--- config.mk ---
export PLATFORM = sky130hd
export DESIGN_NAME = saw_gen_flat
export DESIGN_NICKNAME = d
export VERILOG_FILES = /design/src/rtl/saw_gen_if.sv /design/src/rtl/saw_gen.sv /design/src/flat_wrapper.sv
export SDC_FILE = /design/constraint.sdc
export NUM_CORES = 1
export LEC_CHECK = 0
export CAP_MARGIN = 20
export CORE_UTILIZATION = 50
export CTS_CLUSTER_DIAMETER = 40
export DETAILED_ROUTE_END_ITERATION = 8
export GPL_TIMING_DRIVEN = 0
export PLACE_DENSITY = 0.64
export SYNTH_ARGS = -nofsm -noshare
export SYNTH_HDL_FRONTEND = slang
export SYNTH_SLANG_ARGS = --single-unit
--- constraint.sdc ---
create_clock -name CLK -period 6.9 [get_ports CLK]
set_input_delay 1.035 -clock CLK [delete_from_list [all_inputs] [get_ports CLK]]
set_output_delay 1.035 -clock CLK [all_outputs]
set_load 0.005 [all_outputs]
--- src/rtl/saw_gen_if.sv ---
// FTW load channel for the sawtooth oscillator.
// Valid/ready handshake carrying the tuning word and glide request.
interface saw_gen_if #(
  parameter int ACC_W = 32
);
  logic [ACC_W-1:0] FTW_DATA;
  logic             FTW_VALID;
  logic             FTW_READY;
  logic             GLIDE_EN;

  modport master (
    output FTW_DATA,
    output FTW_VALID,
    output GLIDE_EN,
    input  FTW_READY
  );

  modport slave (
    input  FTW_DATA,
    input  FTW_VALID,
    input  GLIDE_EN,
    output FTW_READY
  );
endinterface

--- src/rtl/saw_gen.sv ---
// Phase-accumulator sawtooth oscillator with exponential glide.
// Phase advances on SAMPLE_EN; SYNC zeroes phase; LOCKED low halts.
module saw_gen #(
  parameter int ACC_W       = 32,
  parameter int OUT_W       = 16,
  parameter int GLIDE_SHIFT = 8
) (
  input  logic             CLK,
  input  logic             RST_N,
  input  logic             LOCKED,
  input  logic             SAMPLE_EN,
  input  logic             SYNC,
  saw_gen_if.slave         ftw,
  output logic [OUT_W-1:0] SAW,
  output logic             WRAP,
  output logic             BUSY
);

  typedef enum logic [1:0] {
    HALT,
    RUN,
    SLEW
  } state_t;

  localparam logic [ACC_W:0] LIM =
    (ACC_W+1)'(1) << GLIDE_SHIFT;

  state_t            state;
  state_t            nstate;
  logic [ACC_W-1:0]  acc;
  logic [ACC_W-1:0]  inc;
  logic [ACC_W-1:0]  tgt;
  logic [ACC_W-1:0]  inc_nx;
  logic [ACC_W-1:0]  tgt_nx;
  logic [ACC_W:0]    sum;
  logic [ACC_W:0]    d;
  logic [ACC_W:0]    mag;
  logic signed [ACC_W:0] dsh;
  logic              snap;
  logic              acpt;
  logic              adv;

  // Next state, increment and glide target.
  always_comb begin
    sum    = {1'b0, acc} + {1'b0, inc};
    d      = {1'b0, tgt} - {1'b0, inc};
    mag    = d[ACC_W] ? (~d + 1'b1) : d;
    dsh    = $signed(d) >>> GLIDE_SHIFT;
    snap   = mag < LIM;
    acpt   = ftw.FTW_VALID & ftw.FTW_READY;
    adv    = LOCKED & SAMPLE_EN & (state != HALT);
    nstate = state;
    inc_nx = inc;
    tgt_nx = tgt;
    if (acpt) begin
      tgt_nx = ftw.FTW_DATA;
      if (!ftw.GLIDE_EN) inc_nx = ftw.FTW_DATA;
    end
    if (!LOCKED) begin
      nstate = HALT;
    end else begin
      unique case (state)
        HALT: nstate = (inc != tgt) ? SLEW : RUN;
        RUN: begin
          if (acpt && ftw.GLIDE_EN &&
              ftw.FTW_DATA != inc)
            nstate = SLEW;
        end
        SLEW: begin
          if (SAMPLE_EN) begin
            if (snap) begin
              inc_nx = tgt;
              nstate = RUN;
            end else begin
              inc_nx = inc + dsh[ACC_W-1:0];
            end
          end
        end
        default: nstate = HALT;
      endcase
    end
  end

  // Registered state, phase and outputs.
  always_ff @(posedge CLK or negedge RST_N) begin
    if (!RST_N) begin
      state         <= HALT;
      acc           <= '0;
      inc           <= '0;
      tgt           <= '0;
      SAW           <= '0;
      WRAP          <= 1'b0;
      BUSY          <= 1'b0;
      ftw.FTW_READY <= 1'b0;
    end else begin
      state         <= nstate;
      inc           <= inc_nx;
      tgt           <= tgt_nx;
      ftw.FTW_READY <= (nstate == RUN);
      BUSY          <= (nstate == SLEW);
      WRAP          <= 1'b0;
      if (LOCKED && SYNC) begin
        acc <= '0;
        SAW <= '0;
      end else if (adv) begin
        acc  <= sum[ACC_W-1:0];
        SAW  <= sum[ACC_W-1 -: OUT_W];
        WRAP <= sum[ACC_W];
      end
    end
  end

endmodule
--- src/flat_wrapper.sv ---
// flat-port wrapper written by rule: the top's interface ports become plain ports
module saw_gen_flat 
#(
  parameter int ACC_W       = 32,
  parameter int OUT_W       = 16,
  parameter int GLIDE_SHIFT = 8
)
  (CLK, RST_N, LOCKED, SAMPLE_EN, SYNC, SAW, WRAP, BUSY, ftw_FTW_DATA, ftw_FTW_VALID, ftw_GLIDE_EN, ftw_FTW_READY);
  saw_gen_if #(.ACC_W(ACC_W)) ftw_i ();
  input  logic CLK;
  input  logic RST_N;
  input  logic LOCKED;
  input  logic SAMPLE_EN;
  input  logic SYNC;
  output logic [OUT_W-1:0] SAW;
  output logic WRAP;
  output logic BUSY;
  input wire logic [$bits(ftw_i.FTW_DATA)-1:0] ftw_FTW_DATA;
  input wire logic [$bits(ftw_i.FTW_VALID)-1:0] ftw_FTW_VALID;
  input wire logic [$bits(ftw_i.GLIDE_EN)-1:0] ftw_GLIDE_EN;
  output wire logic [$bits(ftw_i.FTW_READY)-1:0] ftw_FTW_READY;
  assign ftw_i.FTW_DATA = ftw_FTW_DATA;
  assign ftw_i.FTW_VALID = ftw_FTW_VALID;
  assign ftw_i.GLIDE_EN = ftw_GLIDE_EN;
  assign ftw_FTW_READY = ftw_i.FTW_READY;
  saw_gen #(.ACC_W(ACC_W), .OUT_W(OUT_W), .GLIDE_SHIFT(GLIDE_SHIFT)) u_core (.CLK(CLK), .RST_N(RST_N), .LOCKED(LOCKED), .SAMPLE_EN(SAMPLE_EN), .SYNC(SYNC), .ftw(ftw_i), .SAW(SAW), .WRAP(WRAP), .BUSY(BUSY));
endmodule
### Word-level counts from Yosys, hierarchy flattened

Index checks and enable logic that the tools add are counted.

| storage, ports and cells | value |
|---|---|
| input port bits | 39 |
| logic and storage cells | 48 |
| output and inout port bits | 19 |
| flip-flop bits (word level) | 117 |

| operators by class | value |
|---|---|
| reduce and logical (&&, ||, !) cells | 6 |
| magnitude comparators | 1 |
| add/subtract/negate cells | 4 |
| equal/unequal tests | 6 |
| bitwise operators | 4 |
| multiplexer cells | 19 |

Operators by type and width:

| operator | number |
|---|---|
| $mux W32 | 8 |
| $ne A32 B32 Y1 | 2 |
| $add A32 B32 Y33 | 1 |
| $add A33 B1 Y33 const B | 1 |
| $lt A33 B9 Y1 const B | 1 |
| $mux W33 | 1 |
| $not A33 Y33 | 1 |
| $sub A32 B32 Y33 | 1 |
| $add A32 B32 Y32 | 1 |
| $mux W16 | 2 |
| $mux W2 | 5 |
| $pmux W2 S3 | 1 |
| $eq A2 B1 Y1 const B | 2 |
| $eq A2 B2 Y1 const B | 2 |
| $reduce_bool A2 Y1 | 2 |
| $and A1 B1 Y1 | 3 |
| $logic_and A1 B1 Y1 | 3 |
| $logic_not A2 Y1 | 1 |
| $mux W1 | 2 |

### Logic depth before layout (Yosys ltp)

| logic depth | value |
|---|---|
| depth after elaboration | 10 |
| mapped depth | 23 |
| depth with buffers taken out | 23 |

### Worst setup path before layout

Ideal clock, no wire load.

| path | value |
|---|---|
| kind | register -> register |
| start | reg u_core.inc[0] |
| end | reg u_core.inc[31] |
| arrival | 4.587 ns |
| library setup time | 0.083 ns |
| slack | 2.230 ns |
| period minus slack after synthesis | 4.670 ns |
| cell stages (with the launch flop) | 23 |
| required time | 6.817 ns |
| buffers on the path | 0 |
| cells stage by stage | dfrtp_1 ha_1 fa_1 nor2b_2 o31a_4 o211ai_2 mux2_1 or2_1 inv_2 ha_1 a21oi_1 nor2b_1 or4b_2 a311o_1 a21boi_0 nand2_1 a31oi_1 nand2_1 o2111ai_1 a21oi_1 xnor2_1 mux2i_1 o21ai_0 |

| on the way | value |
|---|---|
| cells in the longest elaborated chain, start to end | 9 |
| elaborated cells on any way between the ends | 10 |
| those cells by class | add/sub: 3; order compare: 1; mux: 5; bitwise: 1 |

RTL lines:

| what | line | text |
|---|---|---|
| start, declared | saw_gen.sv:31 | `logic [ACC_W-1:0] inc;` |
| start signal, assigned | saw_gen.sv:97 | `inc <= inc_nx;` |
| $sub A32 B32 Y33 | saw_gen.sv:46 | `d = {1'b0, tgt} - {1'b0, inc};` |
| $not A33 Y33 | saw_gen.sv:47 | `mag = d[ACC_W] ? (~d + 1'b1) : d;` |
| $add A33 B1 Y33 | saw_gen.sv:47 |  |
| $mux W33 | saw_gen.sv:47 |  |
| $lt A33 B9 Y1 | saw_gen.sv:49 | `snap = mag < LIM;` |
| $mux W32 * | saw_gen.sv:71 | `if (snap) begin` |
| $mux W32 * | saw_gen.sv:70 | `if (SAMPLE_EN) begin` |
| $mux W32 * | saw_gen.sv:62 | `unique case (state)` |
| $mux W32 * | saw_gen.sv:59 | `if (!LOCKED) begin` |
| net u_core.inc_nx[31] | saw_gen.sv:33 | `logic [ACC_W-1:0] inc_nx;` |

Mark *: on every way through the listed nets, which the timed path passes. The rest lies on a longest branch.
A chain may end at the register's enable or synchronous reset.

### Worst setup path after layout

| path | value |
|---|---|
| start | reg u_core.inc[1] |
| end | reg u_core.inc[28] |

Same word-level chain as after synthesis.

==> impl_metrics.ini <==
[placement]
place_congestion = 0.9202
dp_hpwl_mm = 25.81
pre_cts_ws_ns = 1.200
port-buffer-count = 57

[setup_path]
r2r_end = u_core.inc[28]$_DFF_PN0_
slowest_delay_ns = 0.77
reg2reg_setup_slack_ns = 1.10
cp-end-kind = register
arrival_ns = 6.02
rr_startpoint = u_core.inc[1]$_DFF_PN0_
crit_slowest_cell = a311oi_1
path_delay_family = compound AO/OA/AOI/OAI gates
cp_num_cells = 20
worstPathMaxFanout = 7
setup.worst_path.start = u_core.inc[1]$_DFF_PN0_
rr_worst_depth = 20
worstPathRequired_ns = 7.12
start_kind = register
criticalPathCategory = register to register
crit_end = u_core.inc[28]$_DFF_PN0_
critPathBufInv = 1
crit_chain = inv_1 > ha_1 > nor2b_4 > o311a_1 > a211o_1 > a21o_1 > o22ai_2 > o22ai_1 > a311oi_1 > ha_1 > a21oi_1 > nor3b_1 > o21ai_0 > nand2b_1 > a21bo_2 > o21ai_0 > o31ai_1 > xor2_1 > mux2i_1 > o21ai_1

[sta]
period_minus_slack_ns = 5.803
tightest_slew_ns = 0.9465
worst_slack_ns = 1.097
max_freq_mhz = 172.3
finalSetupTns_ns = 0
grt_setup_unrepaired = no
fin_skew_ns = 0.01272
relSlewSlack = 0.3647
setup-violations-final = 0
hold_viol = 0
report.final.slew_viol_count = 0
fin_crit_sh = 0.8410

[clock_tree]
post_cts_resized = 0
clk_latency_ns = 0.35
cts_buffers = 9
post_cts_buffers = 0
numClockSinks = 101
clkSlewWorstSetupHoldPaths_ns = 0.08
holdBufCountCts = 0
cts_tree = yes
cts_max_level = 3
root_buffer = clkbuf_16
clk_path_buf_depth = 2

[power_and_ir_drop]
combPwrFrac = 0.771
worst_ir_drop_vdd_mv = 0.1881
clkPwrFrac = 0.080
p_leak_nw = 5.688
power_switching_mw = 3.481
swShare = 0.5196
seq_power_share = 0.149
p_int_mw = 3.219
powerDensity_mw_per_mm2 = 549.8

[hold_path]
hold_depth = 2
hp-start = u_core.acc[7]$_DFFE_PN0P_
hp-class = register to register

[logic_synthesis]
synth-compound-area-share = 0.2381
synthXorXnorAreaFrac = 0.07758
synth-edff-count = 0
synthMuxAreaShare = 0.1036
synth_seq_cells = 101
async_reset_ff_frac = 1.000
synth_cell_type_count = 97
syn-cell-area_mm2 = 0.01093
avgSynthCellArea_um2 = 8.328
syn-num-nets = 1450
yosys_warnings = 0
seq_area_frac_synth = 0.2311
syn_inst = 1313
synth_ff_type = dfrtp_1
synthSimpleGateAreaFrac = 0.1809
synth_top_family_by_area = compound AO/OA/AOI/OAI gates
synthAdderAreaFrac = 0.1142

[floorplan]
start_util = 0.5153
die_w_um = 149.9
die_h_um = 149.9
die_area_mm2 = 0.02246
top_level_ports = 58
row_count = 53
core_mm2 = 0.02122

[cells_and_area]
drive_above_1_share = 0.1189
area_delta_synth_final_pct = 11.45
n_antenna_cell = 0
layout.nets = 1520

[global_route]
track_usage = 0.2888
antenna_found_initial = 0
grt_start_max_net_pins = 64
grt_pass1_vias = 9297
overflow = 0
grt_pass1_wl_mm = 50.14

[route]
via_per_inst = 5.980
wl_per_cell_um = 19.18
drt_iter0_markers = 625
routed_wl_mm = 31.90
vias = 9945
ant_nets = 0
drc = 0
drt_pass1_iterations = 7

[run]
drv_cap = 0

[outcome]
run_status = finished clean
## metrics by stage
| stage | cell area, um^2 | cells | total power, mW | util | hold WS, ns |
|---|---|---|---|---|---|
| 2_1_floorplan | 10930 | 1313 | 4.910 | - | 0.4538 |
| 3_3_place_gp | 11850 | 1645 | 6.021 | 0.5584 | 0.4670 |
| 3_5_place_dp | 11880 | 1647 | 6.064 | 0.5598 | 0.4755 |
| 4_1_cts | 12190 | 1663 | 6.634 | 0.5743 | 0.4917 |
| 5_1_grt | 12190 | 1663 | 7.290 | 0.5743 | 0.5202 |
| 6_report | 12190 | 1663 | 6.700 | 0.5743 | 0.4885 |
## Yosys cell counts (7+ instances only)
library cell  count  area share
dfrtp_1         101        0.23
o21ai_0          75       0.034
o21bai_1         12      0.0082
a21oi_1          95       0.043
nor3_1           22       0.010
inv_1            63       0.022
and3_1           12      0.0069
nor2b_1          14      0.0080
nor2_1           73       0.025
mux2_2           63       0.065
xor2_1           19       0.015
o211ai_1          9      0.0062
clkbuf_1         23      0.0079
xnor2_1          71       0.057
ha_1             95        0.11
nand4_1          25       0.014
a21o_1           33       0.023
a31oi_1          10      0.0057
nor4_1            7      0.0040
buf_2            16      0.0073
nand2b_1         13      0.0074
o21a_1           20       0.014
o21ai_1          37       0.017
a21boi_0          9      0.0062
or3_1             7      0.0040
o22ai_1          10      0.0057
nand3_1          25       0.011
or2_2            10      0.0057
buf_4            17       0.012
o2111ai_1         8      0.0064
o211a_1           7      0.0064
mux2i_1          40       0.037
a211o_1           7      0.0056
nand2_1         141       0.048
## area by class of cell
type | instances | area (um^2)
buffer | 64 | 347.8
clock buffer | 10 | 239.0
clock inverter | 6 | 68.82
fill | 2014 | 9034
inverter | 66 | 247.7
multi-input combinational | 1082 | 7811
sequential | 101 | 2527
tap | 275 | 344.1
timing repair buffer | 59 | 600.6
## logic make-up after synthesis
kind of cell               after synthesis
AOI/OAI and AO/OA                      397
xor gates and xnor gates                93
adders and majority gates               98
buffers and inverters                  130
DFF                                    101
muxes                                  105
and+or+nand+nor                        389
## layer usage
| metal | wire length [um] | global-route usage | part of all wire |
|---|---|---|---|
| met1 | 16030 | 0.4393 | 0.50 |
| met2 | 13980 | 0.4479 | 0.44 |
| met3 | 1686 | 0.02805 | 0.053 |
| met4 | 207 | 0.03889 | 0.0065 |
| met5 | 0 | 0 | 0 |
## cell usage in the layout, fill, tap and decap left out, types with 10 or more instances in the layout
cell	instances
o21a_1	20
nand4_1	25
a31oi_1	10
inv_1	63
xor2_1	19
clkdlybuf4s50_1	56
ha_1	95
nand2b_1	13
o21ai_1	37
o21ai_0	75
nand2_1	141
mux2i_1	40
nor3_1	22
o22ai_1	10
and3_1	12
mux2_2	63
xnor2_1	71
nor2b_1	14
a21oi_1	95
nand3_1	25
clkbuf_1	23
buf_4	18
a21o_1	33
o21bai_1	12
dfrtp_1	101
buf_2	17
or2_2	10
nor2_1	73
## state kept, by name, summed over array words and instances, names as in the netlist
name and count:
u_core.BUSY 1, u_core.state 2, u_core.WRAP 1, u_core.ftw.FTW_READY 1
u_core.inc 32, u_core.tgt 32, u_core.SAW 16, u_core.acc 16
## power by group through the flow
stage               registers, mW  clock network (mW)  logic (mW)
floorplan                   0.881                   0        4.03
global placement            0.995                   0        5.03
detailed placement          0.998                   0        5.07
CTS                         0.987               0.540        5.11
global route                 1.02               0.564        5.71
finish                       1.00               0.533        5.17
## worst min path at each step
stage / to
floorplan: u_core.acc[10]$_DFFE_PN0P_
global placement: u_core.acc[7]$_DFFE_PN0P_
detailed placement: u_core.acc[7]$_DFFE_PN0P_
CTS: u_core.acc[7]$_DFFE_PN0P_
global route: u_core.acc[0]$_DFFE_PN0P_
finish: u_core.acc[7]$_DFFE_PN0P_
## worst register-to-register path: stages (launching register included)
cell	delay, ns
dfrtp_1	0.59
inv_1	0.15
ha_1	0.32
nor2b_4	0.15
o311a_1	0.38
a211o_1	0.37
a21o_1	0.25
o22ai_2	0.27
o22ai_1	0.23
a311oi_1	0.77
ha_1	0.42
a21oi_1	0.24
nor3b_1	0.21
o21ai_0	0.11
nand2b_1	0.14
a21bo_2	0.27
o21ai_0	0.23
o31ai_1	0.18
xor2_1	0.17
mux2i_1	0.16
o21ai_1	0.07
No activity file was read; power rests on OpenSTA's default activity.
